**config.mk**
```make
export PLATFORM = sky130hd
export DESIGN_NAME = intr_ctrl
export DESIGN_NICKNAME = d
export VERILOG_FILES = /design/src/rtl/intr_ctrl.sv
export SDC_FILE = /design/constraint.sdc
export NUM_CORES = 1
export LEC_CHECK = 0
export ABC_AREA = 1
export CAP_MARGIN = 20
export CORE_ASPECT_RATIO = 1.25
export CORE_UTILIZATION = 40
export CTS_BUF_LIST = sky130_fd_sc_hd__clkbuf_4 sky130_fd_sc_hd__clkbuf_8
export DETAILED_ROUTE_END_ITERATION = 16
export GPL_ROUTABILITY_DRIVEN = 0
export PLACE_DENSITY = 0.88
export SYNTH_ARGS = -nofsm -noshare
export SYNTH_HDL_FRONTEND = slang
export SYNTH_SLANG_ARGS = --single-unit
```
**constraint.sdc**
```tcl
create_clock -name clk_i -period 0.9 [get_ports clk_i]
set_input_delay 0.27 -clock clk_i [delete_from_list [all_inputs] [get_ports clk_i]]
set_output_delay 0.27 -clock clk_i [all_outputs]
set_load 0.02 [all_outputs]
```
**src/rtl/intr_ctrl.sv**
```systemverilog
// Interrupt controller: per-channel edge/level capture into a pending register,
// fixed lowest-index priority, and a REQ/ACK/DONE handshake with the CPU.
module intr_ctrl #(
    parameter int                NUM_CH    = 8,
    parameter logic [NUM_CH-1:0] TRIG_EDGE = {NUM_CH{1'b1}},
    localparam int               ID_W      = $clog2(NUM_CH)
) (
    input  logic              clk_i,
    input  logic              rst_n_i,
    input  logic [NUM_CH-1:0] irq_in_i,
    input  logic [NUM_CH-1:0] mask_i,
    input  logic              gie_i,
    input  logic              int_ack_i,
    input  logic              int_done_i,
    output logic              int_req_o,
    output logic [ID_W-1:0]   int_id_o,
    output logic              int_active_o,
    output logic [NUM_CH-1:0] pend_o
);

    typedef enum logic [1:0] {
        S_IDLE = 2'd0,
        S_REQ  = 2'd1,
        S_SVC  = 2'd2
    } state_e;

    state_e            state_q, state_d;
    logic [NUM_CH-1:0] prev_q;
    logic [NUM_CH-1:0] pend_q, pend_d;
    logic [NUM_CH-1:0] set_vec, clr_vec, elig;
    logic [ID_W-1:0]   id_q, id_d;
    logic [ID_W-1:0]   win_id;
    logic              int_req_q, int_active_q;

    // Edge channels fire on a 0->1 transition, level channels on every high cycle.
    for (genvar gi = 0; gi < NUM_CH; gi++) begin : g_set
        if (TRIG_EDGE[gi]) begin : g_edge
            assign set_vec[gi] = irq_in_i[gi] & ~prev_q[gi];
        end else begin : g_level
            assign set_vec[gi] = irq_in_i[gi];
        end
    end

    assign clr_vec = (state_q == S_REQ && int_ack_i) ? (NUM_CH'(1) << id_q) : '0;
    // A set in the same cycle as the clear keeps the bit pending.
    assign pend_d  = (pend_q & ~clr_vec) | set_vec;
    assign elig    = pend_q & mask_i;

    always_comb begin
        win_id = '0;
        for (int i = NUM_CH - 1; i >= 0; i--) begin
            if (elig[i]) begin
                win_id = ID_W'(i);
            end
        end
    end

    always_comb begin
        state_d = state_q;
        id_d    = id_q;
        unique case (state_q)
            S_IDLE: begin
                if (gie_i && (|elig)) begin
                    state_d = S_REQ;
                    id_d    = win_id;
                end
            end
            S_REQ: begin
                if (int_ack_i) begin
                    state_d = S_SVC;
                end else if (!gie_i) begin
                    state_d = S_IDLE;
                end
            end
            S_SVC: begin
                if (int_done_i) begin
                    state_d = S_IDLE;
                end
            end
            default: begin
                state_d = S_IDLE;
            end
        endcase
    end

    always_ff @(posedge clk_i) begin
        // prev keeps tracking the lines during reset so a held line is not an edge.
        prev_q <= irq_in_i;
        if (!rst_n_i) begin
            state_q      <= S_IDLE;
            pend_q       <= '0;
            id_q         <= '0;
            int_req_q    <= 1'b0;
            int_active_q <= 1'b0;
        end else begin
            state_q      <= state_d;
            pend_q       <= pend_d;
            id_q         <= id_d;
            int_req_q    <= (state_d == S_REQ);
            int_active_q <= (state_d == S_SVC);
        end
    end

    assign int_req_o    = int_req_q;
    assign int_active_o = int_active_q;
    assign int_id_o     = id_q;
    assign pend_o       = pend_q;

endmodule

```
==> results.md, run 1 <==
- The routed layout has 1065 vias.
- For the worst flop-to-flop path, the logic depth is 11.
- Static timing analysis puts the maximum clock frequency at 0.784 GHz.
- For this run, design rule violations remaining after detail routing come to 2.
- The final antenna diode count is 0.
- The total power consumption of the routed design is 2.50 mW.
- In the post-synthesis netlist, the biggest area contributors are dfxtp_1 52%, nand2_1 11%, a21oi_1 7.8%, o31ai_1 6.7%, inv_1 6.3%.
- The number of DRC violations after detailed-routing iteration 0 is 17.
- For this design, the CTS-stage hold fixing added 0 buffers.
- The sequential cells in the finished layout cover a total of 487 um^2.
- The share of the synthesized area in the top cell type is 51.5%.
- The horizontal extent of the die is 44.3 um.
- Detailed placement finished with a half-perimeter wire length of 1830 um.
- Counting instances, the worst hold path has a depth of 1.
- After routing the design area is 1800 um^2.
- The share of the Yosys chip area taken by registers is 51.5%.
- The setup TNS is -6.08 ns.
- Across the run, the number of max-cap violations was 0.
- Entering global routing, the biggest net connects 14 pins.
- The worst-case IR drop observed on VDD is 0.00116 V.
- The total overflow reported by the global router is 0.
- The cell with the most instances after synthesis is nand2_1.
- The fraction of layout cells with a size suffix above 1 is 58.0%.
- The start point of the worst hold path is irq_in_i[5].
- For this run, the number of Yosys warnings is 0.
- The largest family of logic cells by synthesized area is simple AND/OR/NAND/NOR gates.
- The number of flops mapped to enable cells by yosys is 0.
- The clock tree from TritonCTS is yes.
- Dividing the detail-routed wire length by the instance count gives 15.8 um.
- The combinational fraction of design power is 33.9%.
- The final cell count without fillers is 204.
- The number of antenna violations at the first check in global routing is 0.
- The internal power consumption is 1.68 mW.
- The simple-gate portion of the synthesized area is 23.8%.
- Setup slack on the critical path of the routed design comes to -0.375 ns.
- The total clock buffers created by CTS is 3.
- In the routed layout, each cell is associated on average with a via count of 5.22.
- The die is 54.8 um tall.
- The reg-to-reg critical path endpoint is int_id_o[0].
- Fill cells in the final layout number 95.
- The maximum count of clock buffers along a single path is 2.
- The area growth from synthesis to layout is 102%.
- The power density normalized to cell area is 1390 nW/um^2.
- The floorplan step defined a die boundary enclosing 2430 um^2.
- STA classifies the critical path startpoint as a flop.
- The number of global-route vias before repair was 1022.
- For this design the top-level I/O count stands at 34.
- The adder-cell area share of the yosys netlist is 0%.
- Synthesis produced a netlist whose cell count is 111.
- The data arrival time of the worst path is 1.51 ns.
- The multiplexer fraction of the synthesized cell area is 0%.
- The count of antenna-violating nets left after detailed routing is 0.
- The fraction of power spent switching nets is 32.7%.
- The required time of the critical path is 1.13 ns.
- The post-layout minimum cycle time is 1.28 ns.
- The worst register-to-register path has a setup slack of -0.38 ns.
- Headroom to the max-slew limit came out at 65.0%.
- The CTS clock-pin slew for the worst setup and hold paths is 0.13 ns.
- The static power due to leakage is 0.830 nW.
- Summing all multi-input logic gate instances after layout gives 587 um^2.
- The flow ran to the end, but the final reports show violations.
- The final critical-path share of the clock period is 142%.
- Each instance of the synthesized netlist takes up on average 8.05 um^2.
- The synthesized netlist devotes 17.5% of its cell area to compound gates.
- The cell area that synthesis handed to floorplanning was 893 um^2.
- The measured slew at the worst slew-check pin is 0.524 ns.
- The checks that failed: DRC, setup timing.
- The final routed wirelength across all metal layers is 3230 um.
- The async set-or-reset flop fraction in the synthesized netlist is 0%.
- The later pin in the worst-skew pair is clocked with a latency of 0.34 ns.
- The launch point of the worst reg-to-reg path is pend_o[6].
- The unique cell type count in the Yosys netlist is 15.
- The first global-routing pass estimated 4490 um of wire.
- The core area is 2050 um^2.
- The path with the worst hold slack has its endpoint at prev_q[5].
- The share of power burned in the clock network is 20.2%.
- The count of input and output buffers is 33.
- The first detailed-routing pass ran for 12 iterations.
- The switching power is 818 uW.
- For this run, the leading register cell type out of synthesis is dfxtp_1.
- Per report_power, the sequential group accounts for 45.9% of the total.
- Setup repair after global routing could not meet its margin everywhere.
- The starting utilization of the core area is 43.6%.
- The final count of pins violating max slew is 0.
- The worst setup path is captured at a flop.
- By count the netlist is led by 26 x nand2_1, 23 x dfxtp_1, 15 x inv_1.
- The post-place instance area is 1400 um^2.
- The final layout net count is 196.
- The worst min-delay path category is input pin to flop.
- The number of hold violations in the final report is 0.
- The overall routing resource usage is 26.1%.
- The number of placed instances, taps included, is 187.
- The XOR/XNOR share of the synthesized area is 0%.
- In this run, synthesis produced a sequential element count of 23.
- The count of standard-cell rows is 18.
- The clock arrives with 0.0106 ns of skew.
- The tree is rooted in a clkbuf_4.
- The number of nets handed over by synthesis was 132.
- In this run the number of H-tree levels came out at 1.
- Counting every sink on the clock net gives 23.
- Of all cell types, the one taking the most synthesized area is dfxtp_1.
- Along the worst path, the maximum fanout reaches 2.
- Setup violations remaining at the end of the flow were counted as 28.
- The class of the most critical setup path is flop to flop.
[worst max-delay path, stage by stage, from the launching register on]
cell	delay (ns)
dfxtp_2	0.36
buf_6	0.10
nand2_2	0.05
buf_4	0.13
nand2_1	0.06
nand2_1	0.05
nand2_1	0.05
nand2_1	0.05
nand2_1	0.09
nand2_1	0.08
nand2_1	0.10
a21oi_2	0.06
[state kept, by name (all words and copies together), names as in the netlist]
signal	cells
int_active_o	1
int_id_o	3
int_req_o	1
pend_o	8
prev_q	8
state_q	2
[power groups by stage]
| stage | Combinational [mW] | Sequential [mW] | Clock (mW) |
|---|---|---|---|
| floorplan | 0.188 | 1.21 | 0 |
| finish | 0.848 | 1.15 | 0.505 |
| global route | 0.897 | 1.15 | 0.550 |
| detailed placement | 0.558 | 1.15 | 0 |
| CTS | 0.684 | 1.14 | 0.485 |
| global placement | 0.540 | 1.15 | 0 |
[layout make-up]
class / instances / area share (%)
inverters: 16 / 3.61
repair buffers: 59 / 33.2
clock inverters: 1 / 0.278
flip-flops and latches: 23 / 27.0
clock buffers: 3 / 1.25
well taps: 30 / 2.08
multi-input cells: 72 / 32.5
[layer usage]
metal | track usage, % | wire length, um | share of wire, %
met4 | 10.1 | 118 | 3.7
met2 | 52.7 | 1740 | 54
met1 | 26.6 | 1190 | 37
met3 | 3.63 | 184 | 5.7
met5 | 0 | 0 | 0
[timing repair]
item	4_1_cts	5_1_grt
setup buffers	6	6
pin swaps	20	6
gates cloned	1	0
gates resized for setup	110	32
endpoints found under the setup margin	28	28
[how the worst max path moves through the flow]
stage               from     endpoint  slack [ns]  cells after the start
5_1_grt        pend_o[6]  int_id_o[0]       -0.51                     11
3_3_place_gp   mask_i[3]  int_id_o[0]       -0.50                      9
6_report       pend_o[6]  int_id_o[0]       -0.38                     11
4_1_cts        pend_o[0]  int_id_o[1]       -0.29                      9
3_5_place_dp   mask_i[3]  int_id_o[1]       -0.59                      9
2_1_floorplan  pend_o[2]  int_id_o[0]       -0.12                      8
[kinds of logic after synthesis]
family | after synthesis
AO/OA/AOI/OAI | 27
buffers and inverters | 17
flip-flops | 23
AND/OR/NAND/NOR | 44
[cells in the final DEF (no fill, tap or decap), drive strengths merged]
cell            n
buf            39
nand2          36
dfxtp          23
clkdlybuf4s50  19
inv            16
a21oi          14
o31ai           8
nor2            7
o21ai           4
clkbuf          3
nand3b          2
a31oi           1
clkinv          1
dlygate4sd2     1
[through the flow]
| step | hold WS, ns | utilization, % | worst slack, ns |
|---|---|---|---|
| 6_report | 0.387 | 88.0 | -0.375 |
| 5_1_grt | 0.391 | 88.0 | -0.505 |
| 4_1_cts | 0.400 | 78.1 | -0.291 |
| 3_5_place_dp | 0.466 | 68.2 | -0.592 |
| 3_3_place_gp | 0.457 | 68.2 | -0.501 |
| 2_1_floorplan | 0.298 | - | -0.118 |
Power figures use the tool's default switching activity.
==> run 2: changes to the inputs <==
CORE_ASPECT_RATIO = not set   (was 1.25)
==> results.md, run 2 (same netlist as run 1, synthesis figures left out) <==
- The number of antenna violations at the first check in global routing is 0 (unchanged).
- The number of cells on the worst hold path is 1 (unchanged).
- The post-route cell area was 1680 um^2 (-6.9%).
- The final routed DRC violation total is 0 (-2).
- The required time of the critical path is 1.14 ns (about the same).
- The number of setup violations in the final report was 28 (unchanged).
- The data arrival time of the worst path is 1.45 ns (-0.06 ns).
- The fraction of layout cells with a size suffix above 1 is 54.4% (-3.7 points).
- The area of the die was 2430 um^2 (about the same).
- The number of hold buffers added after CTS was 0 (unchanged).
- The routed wirelength normalized by instance count came to 16.5 um (+4.2%).
- The number of global-route vias before repair is 1073 (+5.0%).
- The starting utilization of the core area is 44.2% (+0.59 points).
- The number of max-cap violations came to 0 (unchanged).
- The clock tree from TritonCTS is yes.
- The final critical-path share of the clock period came to 134% (-7.2 points).
- The horizontal extent of the die is 49.3 um (+11%).
- The total overflow reported by the global router is 0 (unchanged).
- The reg-to-reg critical path endpoint is int_id_o[0].
- The y dimension of the die is 49.3 um (-10%).
- The post-layout minimum cycle time is 1.21 ns (-0.0650 ns).
- The global-route wire length before repair was 4750 um (+5.9%).
- The launching instance or port of the critical path is mask_i[7].
- The number of cells traversed by the worst register-to-register path was 9 (-2).
- The post-place instance area came to 1390 um^2 (-0.81%).
- The measured slew at the worst slew-check pin is 0.325 ns (-0.199 ns).
- The maximum level of the CTS H-tree was 1 (unchanged).
- The number of fillers in the final layout was 118 (+24%).
- The overall routing resource usage is 26.5% (+0.40 points).
- The final layout net count was 193 (-1.5%).
- The pin count of the biggest net entering global routing is 13 (-1).
- The growth of design area from synthesis to finish is 87.8%.
- The count of input and output buffers was 33 (unchanged).
- The multi-input gate area in the final layout is 510 um^2 (-13%).
- The total clock buffers created by CTS came to 3 (unchanged).
- The highest clock frequency the design can meet came to 0.826 GHz (+5.4%).
- The launch point of the worst reg-to-reg path is pend_o[2].
- The worst slew margin relative to its limit is 78.2% (+13 points).
- The sequential cell area is 489 um^2 (+0.51%).
- The run finished, with violations left.
- The final routed wirelength across all metal layers is 3260 um (+1.1%).
- The start point of the worst hold path is irq_in_i[5].
- The worst clock skew on the final layout is 0.00132 ns (-0.00926 ns).
- Setup repair after global routing could not meet its margin everywhere.
- The least setup slack across all paths after layout was -0.310 ns (+0.0650 ns).
- The number of ports placed on the die boundary came to 34 (unchanged).
- The worst-case hold path end point is prev_q[5].
- The top cell types in the final layout, fill and taps aside, are 23 x buf_6, 18 x nand2_1, 17 x clkdlybuf4s50_1.
- The average via count per standard cell is 5.31 (+1.8%).
- The count of antenna-violating nets left after detailed routing is 0 (unchanged).
- The first-pass detailed-route iteration total came to 4 (-8).
- The kind of end point of the critical path is a flop.
- The number of hold violations in the final report is 0 (unchanged).
- The static power due to leakage is 0.789 nW (-5.0%).
- The post-detailed-placement half-perimeter wirelength is 1900 um (+3.8%).
- The largest driver fanout on the critical path is 2 (unchanged).
- The most common library cell in the layout ignoring fill and taps is buf_6.
- The final count of pins violating max slew was 0 (unchanged).
- The class of the most critical setup path is input pin to flop.
- The maximum count of clock buffers along a single path was 2 (unchanged).
- The clock network latency to the later pin of the worst-skew pair came to 0.31 ns (-0.03 ns).
- The checks that failed: setup timing.
- The power density normalized to cell area was 1430 nW/um^2 (+2.9%).
- The core area came to 2020 um^2 (-1.3%).
- The largest vdd supply drop is 0.00107 V (-8.5%).
- The number of DRC violations after detailed-routing iteration 0 was 35 (+18).
- The min-delay analysis places its worst path in the category input pin to flop.
- The CTS clock-pin slew for the worst setup and hold paths came to 0.12 ns (about the same).
- The count of vias placed by the detailed router is 1052 (-1.2%).
- The library cell used as clock root buffer is clkbuf_4.
- The worst setup slack for register-to-register paths is -0.31 ns (+0.06 ns).
- The count of standard-cell rows came to 16 (-2).
- The final antenna diode count is 0 (unchanged).
- The worst setup path is launched from an input pin.
- The number of sinks driven by the clock tree is 23 (unchanged).
- The hold slack is 0.424 ns (+0.0372 ns).
[run 2: cell count changes in the layout (fill, tap and decap cells not counted), sizes merged]
| cell | before | now |
|---|---|---|
| clkbuf | 3 | 4 |
| clkinvlp | 0 | 2 |
| buf | 39 | 35 |
| clkinv | 1 | 0 |
| clkdlybuf4s50 | 19 | 17 |
| dlygate4sd2 | 1 | 3 |
| inv | 16 | 15 |
[run 2: per-layer routing]
metal,vias up,GRT usage (%),part of all wire [%]
met3,14,4.05,6.5
met4,0,10.8,2.6
met5,-,0,0
met2,54,53.7,56
met1,500,25.9,35
li1,484,-,-
[run 2: worst max-delay path by stage]
| stage | slack, ns | endpoint |
|---|---|---|
| after floorplan | -0.12 | int_id_o[0] |
| after global placement | -0.49 | int_id_o[0] |
| after detailed placement | -0.55 | int_id_o[1] |
| after CTS | -0.26 | int_id_o[1] |
| after global routing | -0.36 | int_id_o[0] |
| final | -0.31 | int_id_o[0] |
[run 2: area by class of cell]
class | count | share of cell area (%)
clock buffer | 4 | 1.79
timing repair buffer | 55 | 32.4
inverter | 16 | 3.95
tap | 27 | 2.01
multi-input combinational | 72 | 30.4
sequential | 23 | 29.2
timing repair inverter | 1 | 0.298
[run 2: through the flow]
stage	setup TNS (ns)	total power, mW	worst slack [ns]	util, %	std cells
6_report	-5.77	2.39	-0.310	83.0	198
5_1_grt	-6.84	2.50	-0.361	83.0	198
4_1_cts	-4.89	2.30	-0.262	78.3	196
3_5_place_dp	-10.24	1.71	-0.548	68.6	183
3_3_place_gp	-9.90	1.68	-0.492	68.6	183
2_1_floorplan	-0.849	1.40	-0.118	-	111
[run 2: worst max-delay path: stages]
cell             delay, ns
clkdlybuf4s50_1       0.51
nand2_4               0.06
inv_1                 0.04
nand2_1               0.06
nand2_1               0.08
nand2_1               0.05
nand2_1               0.05
nand2_1               0.07
nand2_1               0.06
nand2_1               0.06
a21oi_1               0.13
[run 2: repair_timing]
action                     CTS  global route
resized for setup          108            19
gates cloned                 2             0
setup endpoints to repair   28            28
pin swaps                   19             7
setup buffers                8             2
[run 2: report_power, final]
part	internal, mW	leakage [nW]	switching (mW)
Sequential	1.09	0.198	0.0535
Clock	0.203	0.0184	0.294
Combinational	0.363	0.572	0.385
Total	1.66	0.789	0.733
==> run 3: changes to the inputs <==
==> constraint.sdc (replaced) <==
create_clock -name clk_i -period 0.9 [get_ports clk_i]
set_input_delay 0.27 -clock clk_i [delete_from_list [all_inputs] [get_ports clk_i]]
set_output_delay 0.27 -clock clk_i [all_outputs]
set_load 0.005 [all_outputs]
==> results.md, run 3 (same netlist as run 1, synthesis figures left out) <==
- The flow ran to the end, but the final reports show violations.
- The checks that failed: setup timing.
- The maximum level of the CTS H-tree is 1 (unchanged).
- The final antenna diode count is 0 (unchanged).
- The core area is 2020 um^2 (unchanged).
- The number of hold violations in the final report is 0 (unchanged).
- The count of standard-cell rows is 16 (unchanged).
- Leaving out fill and tap cells, the most frequent cells in the layout are 18 x buf_4, 15 x clkdlybuf4s50_1, 15 x buf_6.
- Walking the worst path, the cells encountered are buf_6, nand2_4, buf_6, inv_2, nand2_2, nand2_2, nand2_1, nand2_1, nand2_1, nand2_1, nand2_1, a21oi_1.
- The number of cells in the design after placement is 175 (-4.4%).
- The pin count of the biggest net entering global routing was 13 (unchanged).
- The overall routing resource usage is 30.2% (+3.7 points).
- The min-delay analysis places its worst path in the category input pin to flop.
- The final layout net count is 199 (+3.1%).
- The reg-to-reg critical path endpoint is int_id_o[0].
- The critical path in this run is classified as flop to flop.
- The largest vdd supply drop is 0.00119 V (+12%).
- The first-pass detailed-route iteration total is 4 (unchanged).
- The static power due to leakage is 0.841 nW (+6.7%).
- The hold slack is 0.410 ns (-0.0142 ns).
- The maximum count of clock buffers along a single path is 2 (unchanged).
- The most critical setup path has its endpoint at int_id_o[0].
- The horizontal extent of the die is 49.3 um (unchanged).
- The count of vias placed by the detailed router came to 1094 (+4.0%).
- The starting utilization of the core area came to 44.2% (unchanged).
- The number of cells traversed by the worst register-to-register path is 12 (+3).
- The clock tree from TritonCTS is yes.
- The growth of design area from synthesis to finish is 98.6%.
- The library cell used as clock root buffer is clkbuf_4.
- The CTS clock-pin slew for the worst setup and hold paths is 0.13 ns (about the same).
- The count of input and output buffers is 33 (unchanged).
- The launching instance or port of the critical path is pend_o[7].
- Setup repair after global routing could not meet its margin everywhere.
- The critical path launch point type is a flop.
- The required time of the critical path came to 1.16 ns (+0.02 ns).
- The worst setup slack for register-to-register paths came to -0.41 ns (-0.10 ns).
- The routed wirelength normalized by instance count was 19.8 um (+20%).
- The number of setup violations in the final report came to 28 (unchanged).
- The worst setup path is captured at a flop.
- The fraction of layout cells with a size suffix above 1 came to 61.0% (+6.6 points).
- The cell with the largest stage delay on the worst path is dfxtp_2.
- The number of DRC violations after detailed-routing iteration 0 came to 32 (-8.6%).
- The number of sinks driven by the clock tree was 23 (unchanged).
- The total clock buffers created by CTS is 3 (unchanged).
- The final count of pins violating max slew was 0 (unchanged).
- The least setup slack across all paths after layout came to -0.407 ns (-0.0965 ns).
- The count of antenna-violating nets left after detailed routing is 0 (unchanged).
- The global-route wire length before repair is 5350 um (+13%).
- The final routed wirelength across all metal layers is 4030 um (+24%).
- The post-layout minimum cycle time came to 1.31 ns (+0.0965 ns).
- The highest clock frequency the design can meet is 0.765 GHz (-7.4%).
- The final cell count without fillers is 204 (+3.0%).
- The largest incremental delay on the critical path is 0.38 ns (-0.13 ns).
- The worst clock skew on the final layout came to 0.0149 ns (+0.0136 ns).
- The most common library cell in the layout ignoring fill and taps is buf_4.
- The average via count per standard cell is 5.36 (+0.93%).
- The measured slew at the worst slew-check pin is 0.375 ns (+0.0495 ns).
- The clock network latency to the later pin of the worst-skew pair was 0.32 ns (about the same).
- The number of max-cap violations is 0 (unchanged).
- The worst slew margin relative to its limit is 75.0% (-3.2 points).
- The number of antenna violations at the first check in global routing is 0 (unchanged).
- The number of global-route vias before repair was 1160 (+8.1%).
- The area of the die is 2430 um^2 (unchanged).
- The number of ports placed on the die boundary is 34 (unchanged).
- The data arrival time of the worst path is 1.57 ns (+0.12 ns).
- The final critical-path share of the clock period is 145% (+11 points).
- The total overflow reported by the global router is 0 (unchanged).
- In this run the critical register-to-register path is launched from pend_o[7].
- The y dimension of the die came to 49.3 um (unchanged).
- The number of hold buffers added after CTS was 0 (unchanged).
- The worst hold path begins at irq_in_i[7].
- The cell type with the highest occurrence count on the critical path is nand2_1.
- The final routed DRC violation total is 0 (unchanged).
- The largest driver fanout on the critical path came to 2 (unchanged).
- The post-detailed-placement half-perimeter wirelength is 1740 um (-8.1%).
- The power density normalized to cell area is 1380 nW/um^2 (-3.2%).
## run 3: worst min path at each step
stage                     end  slack, ns  cells after the start
finish              prev_q[7]       0.41                      1
detailed placement  pend_o[3]       0.47                      2
global route        prev_q[7]       0.43                      1
CTS                 prev_q[7]       0.42                      1
global placement    pend_o[3]       0.46                      2
floorplan           prev_q[0]       0.30                      0
## run 3: power by group
group	switching [mW]	leakage (nW)	internal, mW	total (mW)
clock network	0.309	0.0184	0.204	0.513
logic	0.414	0.627	0.379	0.794
registers	0.0490	0.196	1.09	1.14
total	0.772	0.841	1.68	2.45
## run 3: stage by stage
stage | TNS (ns) | worst slack (ns) | utilization, % | area (um^2) | total power [mW]
global route | -6.90 | -0.501 | 87.7 | 1770 | 2.54
finish | -5.99 | -0.407 | 87.7 | 1770 | 2.45
floorplan | -0.377 | -0.0803 | - | 907 | 1.35
detailed placement | -9.28 | -0.548 | 64.5 | 1310 | 1.61
global placement | -8.86 | -0.514 | 64.5 | 1310 | 1.59
CTS | -4.27 | -0.283 | 78.6 | 1590 | 2.24
## run 3: routing by layer
| layer | share of wire [%] | vias up | routed length (um) | track usage (%) |
|---|---|---|---|---|
| li1 | - | 494 | - | - |
| met1 | 36 | 512 | 1430 | 29.8 |
| met2 | 52 | 64 | 2090 | 56.8 |
| met3 | 4.9 | 24 | 196 | 8.10 |
| met4 | 7.8 | 0 | 314 | 15.2 |
| met5 | 0 | - | 0 | 0 |
## run 3: cell type report
| type | instances | area [um^2] |
|---|---|---|
| tap | 27 | 33.8 |
| fill | 89 | 248 |
| inverter | 16 | 63.8 |
| clock buffer | 4 | 30.0 |
| timing repair inverter | 1 | 7.51 |
| sequential | 23 | 478 |
| multi-input combinational | 72 | 614 |
| timing repair buffer | 61 | 547 |
## run 3: timing repair
item | in CTS | in global routing
gates cloned | 2 | 0
resized for setup | 104 | 31
setup buffers | 17 | 6
pin swaps | 22 | 14
endpoints found under the setup margin | 28 | 28
## run 3: critical path, delay by kind of cell, from the launching register on
kind / cells / cell delay [ns]
compound gates: 1 / 0.12
flops: 1 / 0.38
buf+inv: 3 / 0.27
simple gates: 8 / 0.49
